<file path="config.mk">
export PLATFORM = sky130hd
export DESIGN_NAME = mem_access_stage
export DESIGN_NICKNAME = d
export VERILOG_FILES = /design/src/rtl/mem_access_stage.sv
export SDC_FILE = /design/constraint.sdc
export NUM_CORES = 1
export LEC_CHECK = 0
export ABC_AREA = 1
export BUFFER_PORTS_ARGS = -buffer_cell sky130_fd_sc_hd__buf_2
export CAP_MARGIN = 5
export CORE_MARGIN = 1.5
export CORE_UTILIZATION = 47
export CTS_BUF_LIST = sky130_fd_sc_hd__clkbuf_8
export DETAILED_ROUTE_END_ITERATION = 10
export PLACE_DENSITY = 0.82
export SLEW_MARGIN = 20
export SYNTH_ARGS = -nofsm -noshare
export SYNTH_HDL_FRONTEND = slang
export SYNTH_SLANG_ARGS = --single-unit
</file>
<file path="constraint.sdc">
create_clock -name clock -period 1.5 [get_ports clock]
set_input_delay 0.225 -clock clock [delete_from_list [all_inputs] [get_ports clock]]
set_output_delay 0.225 -clock clock [all_outputs]
set_load 0.01 [all_outputs]
</file>
<file path="src/rtl/mem_access_stage.sv">
// Memory-access stage of the multicycle MIPS datapath.
//
// Takes the ALU result as the effective address and register read data 2 as
// store data, runs byte/half/word loads and stores against a variable-latency
// data memory over a req/ack handshake, and holds busy high while the access
// is in flight. Load data is lane-selected and sign- or zero-extended.
//
// Ports:
//   clock, reset     rising-edge clock, synchronous active-high reset
//   start            one-cycle operation request, sampled only in idle
//   mem_read         operation is a load
//   mem_write        operation is a store (wins over mem_read)
//   size             00 byte, 01 half, 10/11 word
//   load_unsigned    1 = zero-extend load data, 0 = sign-extend
//   address          effective address
//   write_data       store data
//   busy             high while not idle
//   done             one-cycle completion pulse
//   read_data        formatted load result, held until the next load completes
//   misaligned       pulses with done when the address was rejected
//   timeout          pulses with done when the memory never acknowledged
//   dm_req, dm_we    data-memory request and write enable
//   dm_addr          word-aligned address
//   dm_wdata         lane-replicated store data
//   dm_be            byte enables, bit i covers bits 8i+7..8i
//   dm_rdata, dm_ack data-memory read data and acknowledge
module mem_access_stage #(
  parameter int unsigned WAIT_LIMIT = 64
) (
  input  logic        clock,
  input  logic        reset,
  input  logic        start,
  input  logic        mem_read,
  input  logic        mem_write,
  input  logic [1:0]  size,
  input  logic        load_unsigned,
  input  logic [31:0] address,
  input  logic [31:0] write_data,
  output logic        busy,
  output logic        done,
  output logic [31:0] read_data,
  output logic        misaligned,
  output logic        timeout,
  output logic        dm_req,
  output logic        dm_we,
  output logic [31:0] dm_addr,
  output logic [31:0] dm_wdata,
  output logic [3:0]  dm_be,
  input  logic [31:0] dm_rdata,
  input  logic        dm_ack
);

  localparam logic [1:0] StIdle = 2'd0;
  localparam logic [1:0] StReq  = 2'd1;
  localparam logic [1:0] StFin  = 2'd2;

  // Last counter value before the access is abandoned.
  localparam logic [15:0] CntMax = 16'(WAIT_LIMIT - 1);

  logic [1:0]  state_q, state_d;
  logic [15:0] cnt_q, cnt_d;
  logic        is_write_q, is_write_d;
  logic [1:0]  size_q, size_d;
  logic        uns_q, uns_d;
  logic [1:0]  lane_q, lane_d;

  logic        busy_q, busy_d;
  logic        done_q, done_d;
  logic        mis_q, mis_d;
  logic        to_q, to_d;
  logic [31:0] read_data_q, read_data_d;
  logic        dm_req_q, dm_req_d;
  logic        dm_we_q, dm_we_d;
  logic [31:0] dm_addr_q, dm_addr_d;
  logic [31:0] dm_wdata_q, dm_wdata_d;
  logic [3:0]  dm_be_q, dm_be_d;

  // Request decode on the incoming operation.
  logic        is_access;
  logic        addr_bad;
  logic [3:0]  be_calc;
  logic [31:0] wdata_calc;

  always_comb begin
    is_access = mem_read | mem_write;
    addr_bad  = 1'b0;
    be_calc   = 4'b1111;
    wdata_calc = write_data;
    if (size == 2'b00) begin
      be_calc    = 4'b0001 << address[1:0];
      wdata_calc = {4{write_data[7:0]}};
    end else if (size == 2'b01) begin
      addr_bad   = address[0];
      be_calc    = address[1] ? 4'b1100 : 4'b0011;
      wdata_calc = {2{write_data[15:0]}};
    end else begin
      addr_bad   = (address[1:0] != 2'b00);
    end
  end

  // Load formatting from the latched size, lane and extension mode.
  logic [7:0]  ld_byte;
  logic [15:0] ld_half;
  logic [31:0] ld_fmt;

  always_comb begin
    case (lane_q)
      2'd0:    ld_byte = dm_rdata[7:0];
      2'd1:    ld_byte = dm_rdata[15:8];
      2'd2:    ld_byte = dm_rdata[23:16];
      default: ld_byte = dm_rdata[31:24];
    endcase
    ld_half = lane_q[1] ? dm_rdata[31:16] : dm_rdata[15:0];
    if (size_q == 2'b00) begin
      ld_fmt = uns_q ? {24'd0, ld_byte} : {{24{ld_byte[7]}}, ld_byte};
    end else if (size_q == 2'b01) begin
      ld_fmt = uns_q ? {16'd0, ld_half} : {{16{ld_half[15]}}, ld_half};
    end else begin
      ld_fmt = dm_rdata;
    end
  end

  always_comb begin
    state_d     = state_q;
    cnt_d       = cnt_q;
    is_write_d  = is_write_q;
    size_d      = size_q;
    uns_d       = uns_q;
    lane_d      = lane_q;
    busy_d      = busy_q;
    done_d      = 1'b0;
    mis_d       = 1'b0;
    to_d        = 1'b0;
    read_data_d = read_data_q;
    dm_req_d    = dm_req_q;
    dm_we_d     = dm_we_q;
    dm_addr_d   = dm_addr_q;
    dm_wdata_d  = dm_wdata_q;
    dm_be_d     = dm_be_q;

    case (state_q)
      StIdle: begin
        if (start) begin
          busy_d = 1'b1;
          if (!is_access) begin
            state_d = StFin;
            done_d  = 1'b1;
          end else if (addr_bad) begin
            state_d = StFin;
            done_d  = 1'b1;
            mis_d   = 1'b1;
          end else begin
            state_d    = StReq;
            cnt_d      = 16'd0;
            is_write_d = mem_write;
            size_d     = size;
            uns_d      = load_unsigned;
            lane_d     = address[1:0];
            dm_req_d   = 1'b1;
            dm_we_d    = mem_write;
            dm_addr_d  = {address[31:2], 2'b00};
            dm_wdata_d = wdata_calc;
            dm_be_d    = be_calc;
          end
        end
      end
      StReq: begin
        // Ack takes priority over the wait limit in the same cycle.
        if (dm_ack) begin
          state_d  = StFin;
          done_d   = 1'b1;
          dm_req_d = 1'b0;
          dm_we_d  = 1'b0;
          if (!is_write_q) begin
            read_data_d = ld_fmt;
          end
        end else if (cnt_q == CntMax) begin
          state_d  = StFin;
          done_d   = 1'b1;
          to_d     = 1'b1;
          dm_req_d = 1'b0;
          dm_we_d  = 1'b0;
        end else begin
          cnt_d = cnt_q + 16'd1;
        end
      end
      StFin: begin
        state_d = StIdle;
        busy_d  = 1'b0;
      end
      default: begin
        state_d  = StIdle;
        busy_d   = 1'b0;
        dm_req_d = 1'b0;
        dm_we_d  = 1'b0;
      end
    endcase
  end

  always_ff @(posedge clock) begin
    if (reset) begin
      state_q     <= StIdle;
      cnt_q       <= 16'd0;
      is_write_q  <= 1'b0;
      size_q      <= 2'b00;
      uns_q       <= 1'b0;
      lane_q      <= 2'b00;
      busy_q      <= 1'b0;
      done_q      <= 1'b0;
      mis_q       <= 1'b0;
      to_q        <= 1'b0;
      read_data_q <= 32'd0;
      dm_req_q    <= 1'b0;
      dm_we_q     <= 1'b0;
      dm_addr_q   <= 32'd0;
      dm_wdata_q  <= 32'd0;
      dm_be_q     <= 4'b0000;
    end else begin
      state_q     <= state_d;
      cnt_q       <= cnt_d;
      is_write_q  <= is_write_d;
      size_q      <= size_d;
      uns_q       <= uns_d;
      lane_q      <= lane_d;
      busy_q      <= busy_d;
      done_q      <= done_d;
      mis_q       <= mis_d;
      to_q        <= to_d;
      read_data_q <= read_data_d;
      dm_req_q    <= dm_req_d;
      dm_we_q     <= dm_we_d;
      dm_addr_q   <= dm_addr_d;
      dm_wdata_q  <= dm_wdata_d;
      dm_be_q     <= dm_be_d;
    end
  end

  assign busy       = busy_q;
  assign done       = done_q;
  assign misaligned = mis_q;
  assign timeout    = to_q;
  assign read_data  = read_data_q;
  assign dm_req     = dm_req_q;
  assign dm_we      = dm_we_q;
  assign dm_addr    = dm_addr_q;
  assign dm_wdata   = dm_wdata_q;
  assign dm_be      = dm_be_q;

endmodule

</file>
# Yosys cells after proc, flatten, opt, wreduce, memory -nomap -nowiden
# Index checks and enable logic that the tools add are counted.
# W data, S select, Z words.
classes:
  n_addsub: 1
  mul: 0
  n_div: 0
  magnitude_cmp: 0
  n_eq_ne: 13
  n_shift: 1
  muxes: 43
  bitwise_logic: 8
  n_reduce_logical: 14
ops:
  columns: ["op", "n"]
  rows:
  - ["$mux W32", 6]
  - ["$mux W16", 6]
  - ["$pmux W16 S2", 1]
  - ["$pmux W8 S3", 1]
  - ["$add A16 B1 Y16 const B", 1]
  - ["$eq A16 B6 Y1 const B", 1]
  - ["$mux W1", 16]
  - ["$mux W4", 3]
  - ["$mux W2", 5]
  - ["$ne A2 B2 Y1 const B", 5]
  - ["$eq A2 B1 Y1 const B", 4]
  - ["$logic_not A2 Y1", 4]
  - ["$not A1 Y1", 7]
  - ["$pmux W1 S3", 2]
  - ["$reduce_and A6 Y1", 1]
  - ["$reduce_and A5 Y1", 1]
  - ["$eq A2 B2 Y1 const B", 2]
  - ["$pmux W1 S2", 2]
  - ["$pmux W2 S2", 1]
  - ["$reduce_and A2 Y1", 2]
  - ["$reduce_and A4 Y1", 1]
  - ["$reduce_bool A2 Y1", 2]
  - ["$reduce_or A4 Y1", 1]
  - ["$shl A1 B2 Y4 const A", 1]
  - ["other kinds (4)", 4]
totals:
  reg_bits: 128
  latch_bits: 0
  ram_bits: 0
  romBits: 0
  elab_cells: 96
  memories: 0

# Depth between registers and ports, before layout
# Gate-level depths: netlist of run 1.
depth:
  depth_word: 7
  mapped_depth: 12
  mapped_depth_nobuf: 10

# Worst setup path before layout of run 1
# Ideal clock, no wire load.
synth_timing:
  path_type: "reg-to-reg"
  startpoint: "reg cnt_q[0]"
  endpoint: "reg cnt_q[4]"
  setup_ns: 0.115
  arrival_time_ns: 1.339
  setup_slack_ns: 0.046
  path_stages_with_launch: 10
  synth_period_minus_slack_ns: 1.454
  cell_sequence: "dfxtp_1 ha_1 nand3_1 nor2_1 nand2_1 nand3_4 nand2_4 buf_6 a21oi_1 nor2_1"
synth_between:
  elab_chain_cells: 4
  elab_cells_between_ends: 7
  cone_classes: "1 x add/sub; 2 x eq/ne; 3 x mux; 1 x reduce/logical"
synth_rtl:
  columns: ["item", "line", "rtl"]
  rows:
  - ["start, declared", "61", "logic [15:0] cnt_q, cnt_d;"]
  - ["start signal, assigned", "220", "cnt_q <= cnt_d;"]
  - ["$add A16 B1 Y16", "184", "cnt_d = cnt_q + 16'd1;"]
  - ["$mux W16", "177", "end else if (cnt_q == CntMax) begin"]
  - ["$mux W16", "169", "if (dm_ack) begin"]
  - ["$pmux W16 S2", "141", "case (state_q)"]
# Parallel ways exist; a longest one is shown, timed or not. The select of a mux whose other input is x is not followed.
# A chain may end at the register's enable or synchronous reset.

# Worst setup path after layout of run 1
layout_timing:
  startpoint: "reg cnt_q[0]"
  endpoint: "reg cnt_q[14]"
# Same word-level chain as after synthesis.

==> results of run 1 <==
worst min-delay path, cell delays in order:
cell	delay (ns)
buf_2	0.09
nand2_1	0.05
a31oi_1	0.07
kinds of logic after synthesis:
| kind of cell | count (synthesis) |
|---|---|
| AND/OR/NAND/NOR | 444 |
| other | 1 |
| adder cells (fa/ha/maj) | 1 |
| buffers and inverters | 126 |
| XOR/XNOR | 1 |
| AO/OA/AOI/OAI | 176 |
| flip-flops | 128 |
final cells by class:
class / instances / area (um2) / share of cell area [%]
Timing Repair Buffer: 304 / 2027 / 23.47
Inverter: 73 / 281.5 / 3.260
Clock buffer: 19 / 261.5 / 3.028
Clock inverter: 13 / 136.4 / 1.579
Tap cell: 172 / 215.2 / 2.492
Sequential cell: 128 / 2574 / 29.80
Multi-Input combinational cell: 625 / 3141 / 36.37
routing by layer:
layer / vias up / global-route usage [%] / wire length (um)
met5: - / 0 / 0
met2: 376 / 45.15 / 9544
li1: 3414 / - / -
met1: 3183 / 32.60 / 8099
met3: 58 / 7.897 / 1830
met4: 0 / 13.19 / 632
worst paths after layout:
path / startpoint / endpoint / slack, ns / cells past startpoint
worst max-delay path: cnt_q[0] / cnt_q[14] / -0.02 / 9
worst max register to register: cnt_q[0] / cnt_q[14] / -0.02 / 9
worst min-delay path: write_data[21] / dm_wdata[21] / 0.02 / 3
worst min register to register: dm_be[0] / dm_be[0] / 0.46 / 2
layout by cell type, fill, tap and decap left out, drive strengths merged, types with 22 or more instances in the layout:
| cell | instances |
|---|---|
| dlygate4sd3 | 31 |
| nor2 | 176 |
| buf | 270 |
| nand3 | 44 |
| a31oi | 26 |
| dfxtp | 128 |
| inv | 75 |
| nand2 | 190 |
| clkbuf | 22 |
| a21oi | 26 |
| o21ai | 91 |
repair_timing:
item | CTS | global route
pin swaps | 2 | 10
setup endpoints to repair | 7 | 96
resized for setup | 5 | 47
setup buffers | 2 | 7
gates cloned | 0 | 4
hold buffers | 31 | 0
hold endpoints to repair | 31 | 0
power breakdown:
group | switching, uW | internal [uW] | total, uW | leakage [uW]
Clock | 1430 | 1560 | 2990 | 0.000200
Sequential | 134 | 3620 | 3760 | 0.00105
Combinational | 985 | 748 | 1730 | 0.00303
Total | 2550 | 5930 | 8480 | 0.00428
sequential cells by signal (all words and copies together) (netlist names):
register	cells
dm_req	1
uns_q	1
state_q	2
busy	1
dm_addr	30
size_q	2
done	1
dm_be	4
dm_we	1
cnt_q	16
is_write_q	1
lane_q	2
dm_wdata	32
read_data	32
misaligned	1
timeout	1
stage by stage:
| stage | power [uW] | instance area (um2) | worst slack, ns | setup TNS, ns |
|---|---|---|---|---|
| 6_report | 8477 | 8636 | -0.01813 | -0.02501 |
| 5_1_grt | 8848 | 8636 | -0.1034 | -1.197 |
| 4_1_cts | 8375 | 8325 | -0.004018 | -0.004018 |
| 3_5_place_dp | 5343 | 7577 | -0.001930 | -0.001930 |
| 3_3_place_gp | 5315 | 7577 | 0.02827 | 0 |
| 2_1_floorplan | 4710 | 6161 | 0.04623 | 0 |
==> reports/results.tsv, run 1 <==
metric	value	unit
grt ovf	0	
Worst-path clk slew	0.07	ns
Starting Density	48.40	%
die area	13800	um2
sequential fraction of the synthesis area	41.62	%
die height	117.5	um
Tot GR Track Use	27.29	%
H-tree depth	4	
leading area contributor after synthesis	dfxtp_1	
Port Buffers	208	
WL/cell	15.07	um
final setup fails	3	
CTS buffer count	17	
Worst path top cell family by delay	simple AND/OR/NAND/NOR gates	
synthesized instance count	877	
critical path's slowest cell	dfxtp_2	
fin crit period	1.518	ns
ANT nets after route	0	
Final Non-Filler Cells	1334	
Detailed Place HPWL	13060	um
Setup CP Type	register to register	
core area	12720	um2
simple-gate share of the synthesized area	31.36	%
maximum clock rate	658.7	MHz
DIE WIDTH	117.5	um
Pre-antenna DRT Iters	8	
slowest stage delay, CP	0.35	ns
Final Wtd Congestion	0.9410	
CTS tree	built	
Worst Path Buf+Inv	1	
Final Cycle Share	101.2	%
fin util	67.88	%
worst path cell trace	ha_4 > nand3_2 > nor2_1 > nand2_1 > nand3_4 > nand2_8 > buf_12 > o21ai_1 > nor2_1	
max-slew violations	0	
WP data required	1.85	ns
Final Hold Viols	0	
drt via density	5.271	
Leak	0.004278	uW
FF+latch count, synth	128	
largest family of logic cells by synthesized area	simple AND/OR/NAND/NOR gates	
failing checks	setup timing	
xor/xnor share of the synthesized area	0.1422	%
vias in the first global route	6418	
Site Rows	41	
worst-path fanout max	11	
RSZ-0062 raised after global routing	yes	
WP data arrival	1.87	ns
commonest cells in the synthesized netlist	nand2_1, nor2_1, dfxtp_1	
MaxCap Viol Count	0	
routed via count	7031	
Worst Skew	0.009228	ns
DR iter-0 viols	569	
yosys warns	0	
Mapped Area	6157	um2
fraction of registers with async set/reset	0	%
CTS Sinks	128	
final worst-path setup slack	-0.01813	ns
synth-to-layout area growth	40.26	%
share of the synthesized area in the top cell type	41.62	%
# nets final	1255	
Worst-Skew Late Latency	0.47	ns
PD cells	981.7	nW/um2
element type at the critical path end	register	
Peak VDD IR	0.0007047	V
Synth cell types	42	
Hold Path Class	input port to register	
# diodes	0	
Post-Synth Adder-Cell Area	0.2032	%
status	complete, but fails checks	
initial antenna violation count	0	
final WL	20110	um
Fin Hold WS	0.02477	ns
Post-synth top flop	dfxtp_1	
global-route wire length before repair	30530	um
DRC Markers	0	
placed cell count	1258	
layout cells sized above 1	30.98	%
clock tree buffer depth	2	
Boundary Pins	211	
EDFF count, synth	0	
largest net degree at the start of global routing	77	
fill cell count	1096	
mux share of post-synthesis cell area	0	%
Clock Tree Root	clkbuf_8	
post-synthesis compound-gate area fraction	16.76	%
Worst setup SP type	register	
Crit path top cell by count	nor2_1	
most frequent cell after synthesis	nand2_1	
syn_area_per_cell	7.021	um2
Area contributors post-synth	dfxtp_1, nand2_1, nor2_1	
No activity file was read; power rests on OpenSTA's default activity.
==> inputs of run 2 (changes only) <==
--- a/config.mk
+++ b/config.mk
@@ -9,10 +9,9 @@
 export BUFFER_PORTS_ARGS = -buffer_cell sky130_fd_sc_hd__buf_2
 export CAP_MARGIN = 5
 export CORE_MARGIN = 1.5
-export CORE_UTILIZATION = 47
-export CTS_BUF_LIST = sky130_fd_sc_hd__clkbuf_8
+export CORE_UTILIZATION = 46
 export DETAILED_ROUTE_END_ITERATION = 10
-export PLACE_DENSITY = 0.82
+export PLACE_DENSITY = 0.8
 export SLEW_MARGIN = 20
 export SYNTH_ARGS = -nofsm -noshare
 export SYNTH_HDL_FRONTEND = slang
==> constraint.sdc (replaced) <==
create_clock -name clock -period 1.5 [get_ports clock]
set_input_delay 0.3 -clock clock [delete_from_list [all_inputs] [get_ports clock]]
set_output_delay 0.3 -clock clock [all_outputs]
set_load 0.01 [all_outputs]
==> run 2 against run 1 <==
  * The run now ends clean
  * Sequential cell count did not move
  * First-iteration DRC count rose by 31%
  * Wire length fell by 5.3%
  * Die area rose by 2.1%
  * Sequential share of layout area rose by 0.36 points
  * Worst hold slack improved by 0.073 ns
  * Combinational power fell by 3%
  * Critical path depth fell by 2
  * Worst setup slack improved by 0.079 ns
  * Non-clock buffer count fell by 27
  * Cell count fell by 1.7%
==> reports/results.tsv, run 2 (synthesis gave the netlist of run 1 again) <==
metric	value	unit	change
Final Cycle Share	95.92	%	-5.3 points
global-route wire length before repair	30440	um	-0.29%
Tot GR Track Use	26.73	%	-0.57 points
Peak VDD IR	0.0007899	V	+12%
Leak	0.004234	uW	-1.0%
drt via density	5.217		-1.0%
Worst Path Buf+Inv	2		+1
PD cells	1126	nW/um2	+15%
CTS Sinks	128		unchanged
CTS buffer count	17		unchanged
Crit path top cell by count	nor2_1		
Starting Density	46.87	%	-1.5 points
clock tree buffer depth	2		unchanged
RSZ-0062 raised after global routing	yes		
Setup CP Type	register to register		
# nets final	1228		-2.2%
final WL	19030	um	-5.3%
critical path's slowest cell	dfxtp_1		
CTS tree	built		
DRC Markers	0		unchanged
Detailed Place HPWL	12890	um	-1.3%
initial antenna violation count	1		+1
Hold Path Class	input port to register		
Port Buffers	208		unchanged
ANT nets after route	0		unchanged
largest net degree at the start of global routing	48		-38%
worst-path fanout max	30		+19
WP data arrival	1.74	ns	-0.13 ns
Worst-Skew Late Latency	0.42	ns	-0.05 ns
max-slew violations	0		unchanged
routed via count	6839		-2.7%
worst path cell trace	nor2_2 > nand2_2 > nor2_8 > inv_4 > buf_12 > nor2_1 > nor2_1		
die height	118.7	um	+1.1%
Post-Layout Inst Area	8529	um2	-1.2%
Final Hold Viols	0		unchanged
final setup fails	0		-3
final worst-path setup slack	0.06123	ns	+0.07936 ns
Final Wtd Congestion	0.8876		-5.7%
Worst setup SP type	register		
Worst Skew	0.007150	ns	-0.002079 ns
status	complete, no violations		
maximum clock rate	695.0	MHz	+5.5%
commonest non-fill, non-tap cells in the layout	buf_2, nand2_1, nor2_1		
element type at the critical path end	register		
WL/cell	14.52	um	-3.7%
Boundary Pins	211		unchanged
Setup WS pre-CTS	-0.1136	ns	-0.1117 ns
DIE WIDTH	118.7	um	+1.1%
Tot Pwr	9605	uW	+13%
Worst path top cell family by delay	simple AND/OR/NAND/NOR gates		
Worst-path clk slew	0.06	ns	about the same
Setup TNS	0	ns	+0.02501 ns
commonest non-fill, non-tap cell in the layout	buf_2		
synth-to-layout area growth	38.53	%	
core area	13140	um2	+3.3%
H-tree depth	4		unchanged
DR iter-0 viols	743		+31%
fin util	64.92	%	-3.0 points
vias in the first global route	6367		-0.79%
# diodes	0		unchanged
die area	14090	um2	+2.1%
Clock Tree Root	clkbuf_16		
layout cells sized above 1	32.16	%	+1.2 points
Pre-antenna DRT Iters	8		unchanged
slowest stage delay, CP	0.36	ns	about the same
grt ovf	0		unchanged
MaxCap Viol Count	0		unchanged
placed cell area	7637	um2	+0.79%
WP data required	1.81	ns	-0.04 ns
Site Rows	42		+2.4%
fin crit period	1.439	ns	-0.07936 ns
[run 2: final timing paths]
check                           slack (ns)  depth (start not counted)        start     endpoint
worst min register to register        0.47                          2        dm_we        dm_we
worst max-delay path                  0.06                          7   state_q[1]  dm_addr[17]
worst max register to register        0.06                          7   state_q[1]  dm_addr[17]
worst min-delay path                   0.1                          3  address[26]  dm_addr[26]
[run 2: worst reg2reg max path: stages (launching register included)]
cell	delay [ns]
dfxtp_1	0.36
nor2_2	0.15
nand2_2	0.11
nor2_8	0.19
inv_4	0.08
buf_12	0.17
nor2_1	0.19
nor2_1	0.07
[run 2: area by class of cell]
type,instances,area [um2]
Multi-Input combinational cell,625,3110
Clock buffer,18,439.2
Clock inverter,14,156.4
Timing Repair Buffer,277,1749
Tap cell,176,220.2
Inverter,73,281.5
Sequential cell,128,2572
Fill cell,1172,4608
[run 2: metal layers]
layer	wire length, um	track usage [%]
met5	11	0
met4	641	12.58
met3	1627	8.349
met2	8919	42.33
met1	7831	33.15
[run 2: metrics by stage]
stage	instances	hold WS (ns)
6_report	1311	0.09797
5_1_grt	1311	0.09595
4_1_cts	1301	0.07803
3_5_place_dp	1266	0.4576
3_3_place_gp	1266	0.4561
2_1_floorplan	878	0.3785
[run 2: timing repair]
action,in CTS,in global routing
endpoints found under the setup margin,31,113
resized for setup,5,40
pin swaps,1,10
hold buffers,0,0
gates cloned,1,2
buffers inserted,2,8
[run 2: where the power goes]
group	total (uW)	switching (uW)	internal, uW
combinational	1670	961	713
clock	4170	1660	2510
sequential	3760	133	3630
